## src/rtl/fwd_pkg.sv

```systemverilog
// Shared types and helpers for the forwarding / load-use hazard unit.
package fwd_pkg;

   // Select code meaning "no bypass, read the register file".
   localparam int unsigned SEL_REGFILE = 0;

   // Control bits of the entry sitting in EX.
   typedef struct packed {
      logic valid;
      logic regwrite;
      logic is_load;
   } ex_flags_t;

   // Width of one select field: enough to encode 0..depth.
   function automatic int unsigned sel_width(input int unsigned depth);
      return (depth < 1) ? 1 : $clog2(depth + 1);
   endfunction

   // Select code that picks the result of bypass stage k.
   function automatic int unsigned sel_code(input int unsigned stage_k);
      return SEL_REGFILE + stage_k;
   endfunction

endpackage

```

## src/rtl/fwd_src_match.sv

```systemverilog
// Priority encoder for one source operand: finds the youngest later stage
// whose pending write targets this source register.
module fwd_src_match
   import fwd_pkg::*;
#(
   parameter int AW        = 5,
   parameter int FWD_DEPTH = 2,
   parameter int SEL_W     = 2
) (
   input  logic                    i_en,
   input  logic [AW-1:0]           i_rs,
   input  logic [FWD_DEPTH-1:0]    i_stg_wr,
   input  logic [FWD_DEPTH*AW-1:0] i_stg_rd,
   output logic [SEL_W-1:0]        o_sel
);

   // Scan oldest to youngest so the youngest matching stage overwrites older ones.
   always_comb begin
      o_sel = SEL_W'(SEL_REGFILE);
      if (i_en) begin
         for (int k = FWD_DEPTH; k >= 1; k--) begin
            if (i_stg_wr[k-1] && (i_stg_rd[(k-1)*AW +: AW] == i_rs)) begin
               o_sel = SEL_W'(sel_code(k));
            end
         end
      end
   end

endmodule

```

## src/rtl/fwd_hazard_unit.sv

```systemverilog
// Forwarding select generation and load-use stall detection. Keeps a shadow
// of the destination writes in EX and the FWD_DEPTH stages after it.
module fwd_hazard_unit
   import fwd_pkg::*;
#(
   parameter  int AW        = 5,
   parameter  int NUM_SRC   = 2,
   parameter  int FWD_DEPTH = 2,
   parameter  int CNT_W     = 32,
   localparam int SEL_W     = sel_width(FWD_DEPTH)
) (
   input  logic                     clk,
   input  logic                     rst_n,
   input  logic                     id_valid,
   input  logic [NUM_SRC*AW-1:0]    id_rs,
   input  logic [NUM_SRC-1:0]       id_rs_used,
   input  logic [AW-1:0]            id_rd,
   input  logic                     id_regwrite,
   input  logic                     id_is_load,
   input  logic                     flush,
   input  logic                     pipe_hold,
   output logic [NUM_SRC*SEL_W-1:0] ex_fwd_sel,
   output logic                     stall_id,
   output logic [CNT_W-1:0]         stall_cnt
);

   // EX entry (stage 0)
   ex_flags_t                 r_ex_flags;
   logic [AW-1:0]             r_ex_rd;
   logic [NUM_SRC*AW-1:0]     r_ex_rs;
   logic [NUM_SRC-1:0]        r_ex_rs_used;

   // Later stages 1..FWD_DEPTH; stage k lives at bit k-1 / slice (k-1)*AW.
   // Only what forwarding consumes is kept once an entry leaves EX.
   logic [FWD_DEPTH-1:0]      r_stg_valid;
   logic [FWD_DEPTH-1:0]      r_stg_regwrite;
   logic [FWD_DEPTH*AW-1:0]   r_stg_rd;

   logic [CNT_W-1:0]          r_stall_cnt;

   logic                      w_bubble;
   logic [NUM_SRC-1:0]        w_load_hit;
   logic [FWD_DEPTH-1:0]      w_stg_wr;

   assign w_stg_wr = r_stg_valid & r_stg_regwrite;

   // Per-source forwarding select and load-use comparison against EX.
   for (genvar gi = 0; gi < NUM_SRC; gi++) begin : g_src
      logic [AW-1:0] w_ex_rs;
      logic          w_en;
      logic [AW-1:0] w_id_rs;

      assign w_ex_rs = r_ex_rs[gi*AW +: AW];
      assign w_en    = r_ex_flags.valid & r_ex_rs_used[gi] & (w_ex_rs != '0);
      assign w_id_rs = id_rs[gi*AW +: AW];

      fwd_src_match #(
         .AW        (AW),
         .FWD_DEPTH (FWD_DEPTH),
         .SEL_W     (SEL_W)
      ) u_match (
         .i_en     (w_en),
         .i_rs     (w_ex_rs),
         .i_stg_wr (w_stg_wr),
         .i_stg_rd (r_stg_rd),
         .o_sel    (ex_fwd_sel[gi*SEL_W +: SEL_W])
      );

      assign w_load_hit[gi] = id_rs_used[gi] & (w_id_rs != '0) & (w_id_rs == r_ex_rd);
   end

   // Load in EX whose result the ID instruction needs; a flush kills ID instead.
   assign stall_id = id_valid & ~flush & r_ex_flags.valid & r_ex_flags.regwrite &
                     r_ex_flags.is_load & (|w_load_hit);

   assign w_bubble  = flush | stall_id | ~id_valid;
   assign stall_cnt = r_stall_cnt;

   // EX entry: capture ID or insert a bubble (all fields cleared) on advance.
   always_ff @(posedge clk or negedge rst_n) begin
      if (!rst_n) begin
         r_ex_flags   <= '0;
         r_ex_rd      <= '0;
         r_ex_rs      <= '0;
         r_ex_rs_used <= '0;
      end else if (!pipe_hold) begin
         if (w_bubble) begin
            r_ex_flags   <= '0;
            r_ex_rd      <= '0;
            r_ex_rs      <= '0;
            r_ex_rs_used <= '0;
         end else begin
            r_ex_flags   <= '{valid: 1'b1, regwrite: id_regwrite, is_load: id_is_load};
            r_ex_rd      <= id_rd;
            r_ex_rs      <= id_rs;
            r_ex_rs_used <= id_rs_used;
         end
      end
   end

   // Shift the in-flight writes down the bypass stages on advance.
   always_ff @(posedge clk or negedge rst_n) begin
      if (!rst_n) begin
         r_stg_valid    <= '0;
         r_stg_regwrite <= '0;
         r_stg_rd       <= '0;
      end else if (!pipe_hold) begin
         r_stg_valid[0]    <= r_ex_flags.valid;
         r_stg_regwrite[0] <= r_ex_flags.regwrite;
         r_stg_rd[0 +: AW] <= r_ex_rd;
         for (int k = 1; k < FWD_DEPTH; k++) begin
            r_stg_valid[k]         <= r_stg_valid[k-1];
            r_stg_regwrite[k]      <= r_stg_regwrite[k-1];
            r_stg_rd[k*AW +: AW]   <= r_stg_rd[(k-1)*AW +: AW];
         end
      end
   end

   // Saturating count of stall cycles that actually took effect.
   always_ff @(posedge clk or negedge rst_n) begin
      if (!rst_n) begin
         r_stall_cnt <= '0;
      end else if (stall_id && !pipe_hold && (r_stall_cnt != {CNT_W{1'b1}})) begin
         r_stall_cnt <= r_stall_cnt + CNT_W'(1);
      end
   end

endmodule

```

## config.mk

```make
export PLATFORM = sky130hd
export DESIGN_NAME = fwd_hazard_unit
export DESIGN_NICKNAME = d
export VERILOG_FILES = /design/src/rtl/fwd_pkg.sv /design/src/rtl/fwd_src_match.sv /design/src/rtl/fwd_hazard_unit.sv
export SDC_FILE = /design/constraint.sdc
export NUM_CORES = 1
export LEC_CHECK = 0
export CORE_MARGIN = 3
export CORE_UTILIZATION = 53
export CTS_CLUSTER_DIAMETER = 30
export DETAILED_ROUTE_END_ITERATION = 7
export GPL_TIMING_DRIVEN = 0
export PLACE_DENSITY = 0.86
export SYNTH_ARGS = -nofsm -noshare
export SYNTH_HDL_FRONTEND = slang
export SYNTH_SLANG_ARGS = --single-unit
```

## constraint.sdc

```tcl
create_clock -name clk -period 2.43 [get_ports clk]
set_input_delay 0.486 -clock clk [delete_from_list [all_inputs] [get_ports clk]]
set_output_delay 0.486 -clock clk [all_outputs]
set_load 0.05 [all_outputs]
```

==> impl_metrics.toml <==
[outcome]
status = "finished with violations"
violations = "negative setup slack"

[routing]
wire_per_inst_um = 19.0
drt-initial-drc-count = 211
wirelength_um = 8690
vias_per_cell = 6.01
num_vias = 2748
ant_nets = 0
first_pass_iters = 4
drcViolationCount = 0

[cells_and_area]
final_area_sq_um = 4560
diodes = 0
layout_common_cells = "dfrtp_1, clkdlybuf4s50_1, xor2_1"
fillers = 387
area_growth_pct = 32.5
final_common_cell = "dfrtp_1"
multiInputGateArea_sq_um = 1800
final_cells = 457
final-seq-area_sq_um = 1650
nNetsFinal = 402
layout-drive-gt1-share_pct = 25.1

[min_path]
hold_path.class = "in -> async"

[global_route]
use_met3_pct = 3.23
antenna_found_initial = 0
gr-usage-all-layers_pct = 23.7
met2_usage_pct = 35.7
grt_pass1_vias = 2698
grt_pass1_wl_um = 13700
grt_use_met1_pct = 34.4
top_usage_layer = "met2"
grt_overflow = 0
grt_max_degree = 67

[power]
p_int_mw = 1.87
switching_share_pct = 24.2
p_sw_uw = 597
power.leakage_nw = 2.10
power.share.combinational_pct = 9.8
p_per_area_nw_per_um2 = 541
pwr-share-clk_pct = 41.9
vdd_ir_drop_max_mv = 0.342
seqPwrFrac_pct = 48.3

[flow_run]
drv_cap = 0

[die]
ios = 61
die_w_um = 86.5
core_sq_um = 6100
initial_core_util_pct = 56.4
die_h_um = 86.5
rows = 28
die_area_sq_um = 7490

[synthesis]
synthDistinctLibCells = 46
ys_seq_elements = 66
synth_seq_area_share_pct = 48.0
synth_fp_nets = 319
synth_top_family_by_area = "simple AND/OR/NAND/NOR gates"
async_reset_ff_share_pct = 100
synth_top_area_share_pct = 48.0
yosys-mux-area-fraction_pct = 5.24
synth-simple-area-share_pct = 22.1
synthXorXnorAreaFrac_pct = 14.8
syn_inst = 294
ys_top_cells_by_area = "dfrtp_1, xor2_1, xnor2_1"
yosys_warnings = 0
yosysTopAreaCell = "dfrtp_1"
syn_area_per_cell_sq_um = 11.7
ys.flop_type = "dfrtp_1"
synthAdderAreaFrac_pct = 0.364
synth_compound_area_share_pct = 7.31
synth-edff-count = 0
syn_area_sq_um = 3440

[place]
dp_hpwl_um = 5690
place_congestion = 0.902
post_dp_cell_area_sq_um = 4130
dp.cells = 428
place_ws_ns = -0.891
io_buffers = 59

[critical_path]
path_max_fanout = 4
worstPathRequired_ns = 1.94
critPathKind = "reg -> out"
start_kind = "flip-flop"
crit_arrival_ns = 1.95
endpoint_kind = "output pin"

[timing]
period_needed_ns = 2.43
max_freq_ghz = 0.411
rsz0062_at_grt = "true"
hold_violations = 0
final.period_utilization_pct = 100
fin_skew_ns = 0.00686
fin_hold_ws_ns = 0.233
fin_ws_ns = -0.00316
worst_slew_pin_slew_ns = 0.807
drv_slew = 0
slew_headroom_pct = 46.2
setup-violations-final = 1

[cts]
cts_buffer_depth = 2
cts_tree = "built"
root_buffer = "clkbuf_8"
cts_buffers = 9
clk_latency_ns = 0.34
cts_num_sinks = 66
h-tree-depth = 3
clk_pin_slew_ns = 0.07
[flip-flops by register name, indices dropped and copies added, names as in the netlist]
register and flops:
r_ex_rs 10, r_stg_rd 10, r_ex_flags 3, stall_cnt 32, r_ex_rs_used 2, r_stg_regwrite 2, r_stg_valid 2, r_ex_rd 5
[power groups by stage]
stage / clock network [mW] / logic [mW] / registers (mW)
6_report: 1.03 / 0.242 / 1.19
5_1_grt: 1.09 / 0.264 / 1.20
4_1_cts: 1.03 / 0.223 / 1.19
3_5_place_dp: 0 / 0.210 / 1.21
3_3_place_gp: 0 / 0.201 / 1.21
2_1_floorplan: 0 / 0.124 / 1.19
[final cells by class]
class,instances,share of cell area [%]
inverter,4,0.330
tap,75,2.06
clock buffer,11,3.10
multi-input combinational,213,39.6
timing repair buffer,72,15.5
clock inverter,5,1.70
buffer,11,1.40
sequential,66,36.3
[metrics by stage]
step / setup TNS (ns) / util [%] / total power [mW]
final: -0.00316 / 74.7 / 2.46
after global routing: -0.0601 / 74.7 / 2.55
after CTS: -0.0748 / 72.6 / 2.45
after detailed placement: -14.61 / 67.8 / 1.42
after global placement: -93.54 / 67.8 / 1.41
after floorplan: 0 / - / 1.32
[synthesized netlist by cell type, types with 2 or more instances]
cell type and n:
buf_2 4, and3_1 3, nand2_1 21, nor3_2 4, and4_1 4, xnor2_1 27
inv_1 4, mux2_1 2, o41ai_1 2, dfrtp_1 66, nor3_1 11, xor2_1 31
a2111oi_1 2, nor4_1 3, nand4_1 12, buf_4 2, clkbuf_1 4, nor3b_2 3
nor2_1 8, mux2_2 14, nand3_1 13, nor4_2 10, a22o_1 19, or4_1 2
o211ai_1 2
[layer usage]
metal	routed length [um]	vias up
li1	-	1239
met1	3830	1394
met2	4250	100
met3	448	15
met4	156	0
met5	0	-
[critical path, stage by stage (launching register included)]
cell      delay (ns)
dfrtp_2         0.45
or4_1           0.52
o211ai_1        0.28
buf_4           0.17
nor3_2          0.04
buf_6           0.15
[path summary, 6_finish.rpt]
kind	endpoint	cells past startpoint	slack [ns]	startpoint
setup / recovery	ex_fwd_sel[3]	5	-0.003	r_ex_rs[7]
hold / removal	r_ex_rd[3]	1	0.23	rst_n
setup reg to reg	stall_cnt[15]	8	0.17	stall_cnt[0]
hold reg to reg	stall_cnt[30]	1	0.51	stall_cnt[30]
max in group asynchronous	r_ex_rs[7]	1	1.63	rst_n
min in group clk	r_ex_rs[1]	2	0.50	id_rs[1]
[cell families after synthesis]
family,count (synthesis)
flops,66
xor+xnor,58
mux,16
fa+ha+maj,1
simple gates,109
compound gates,29
buf+inv,15
[what timing repair did]
item                       4_1_cts  5_1_grt
resized for setup               42       19
pin swaps                        4       10
hold buffers                     0        0
setup endpoints to repair       14       35
setup buffers                    4        9
Note: power is estimated with default switching activity, not from simulation.
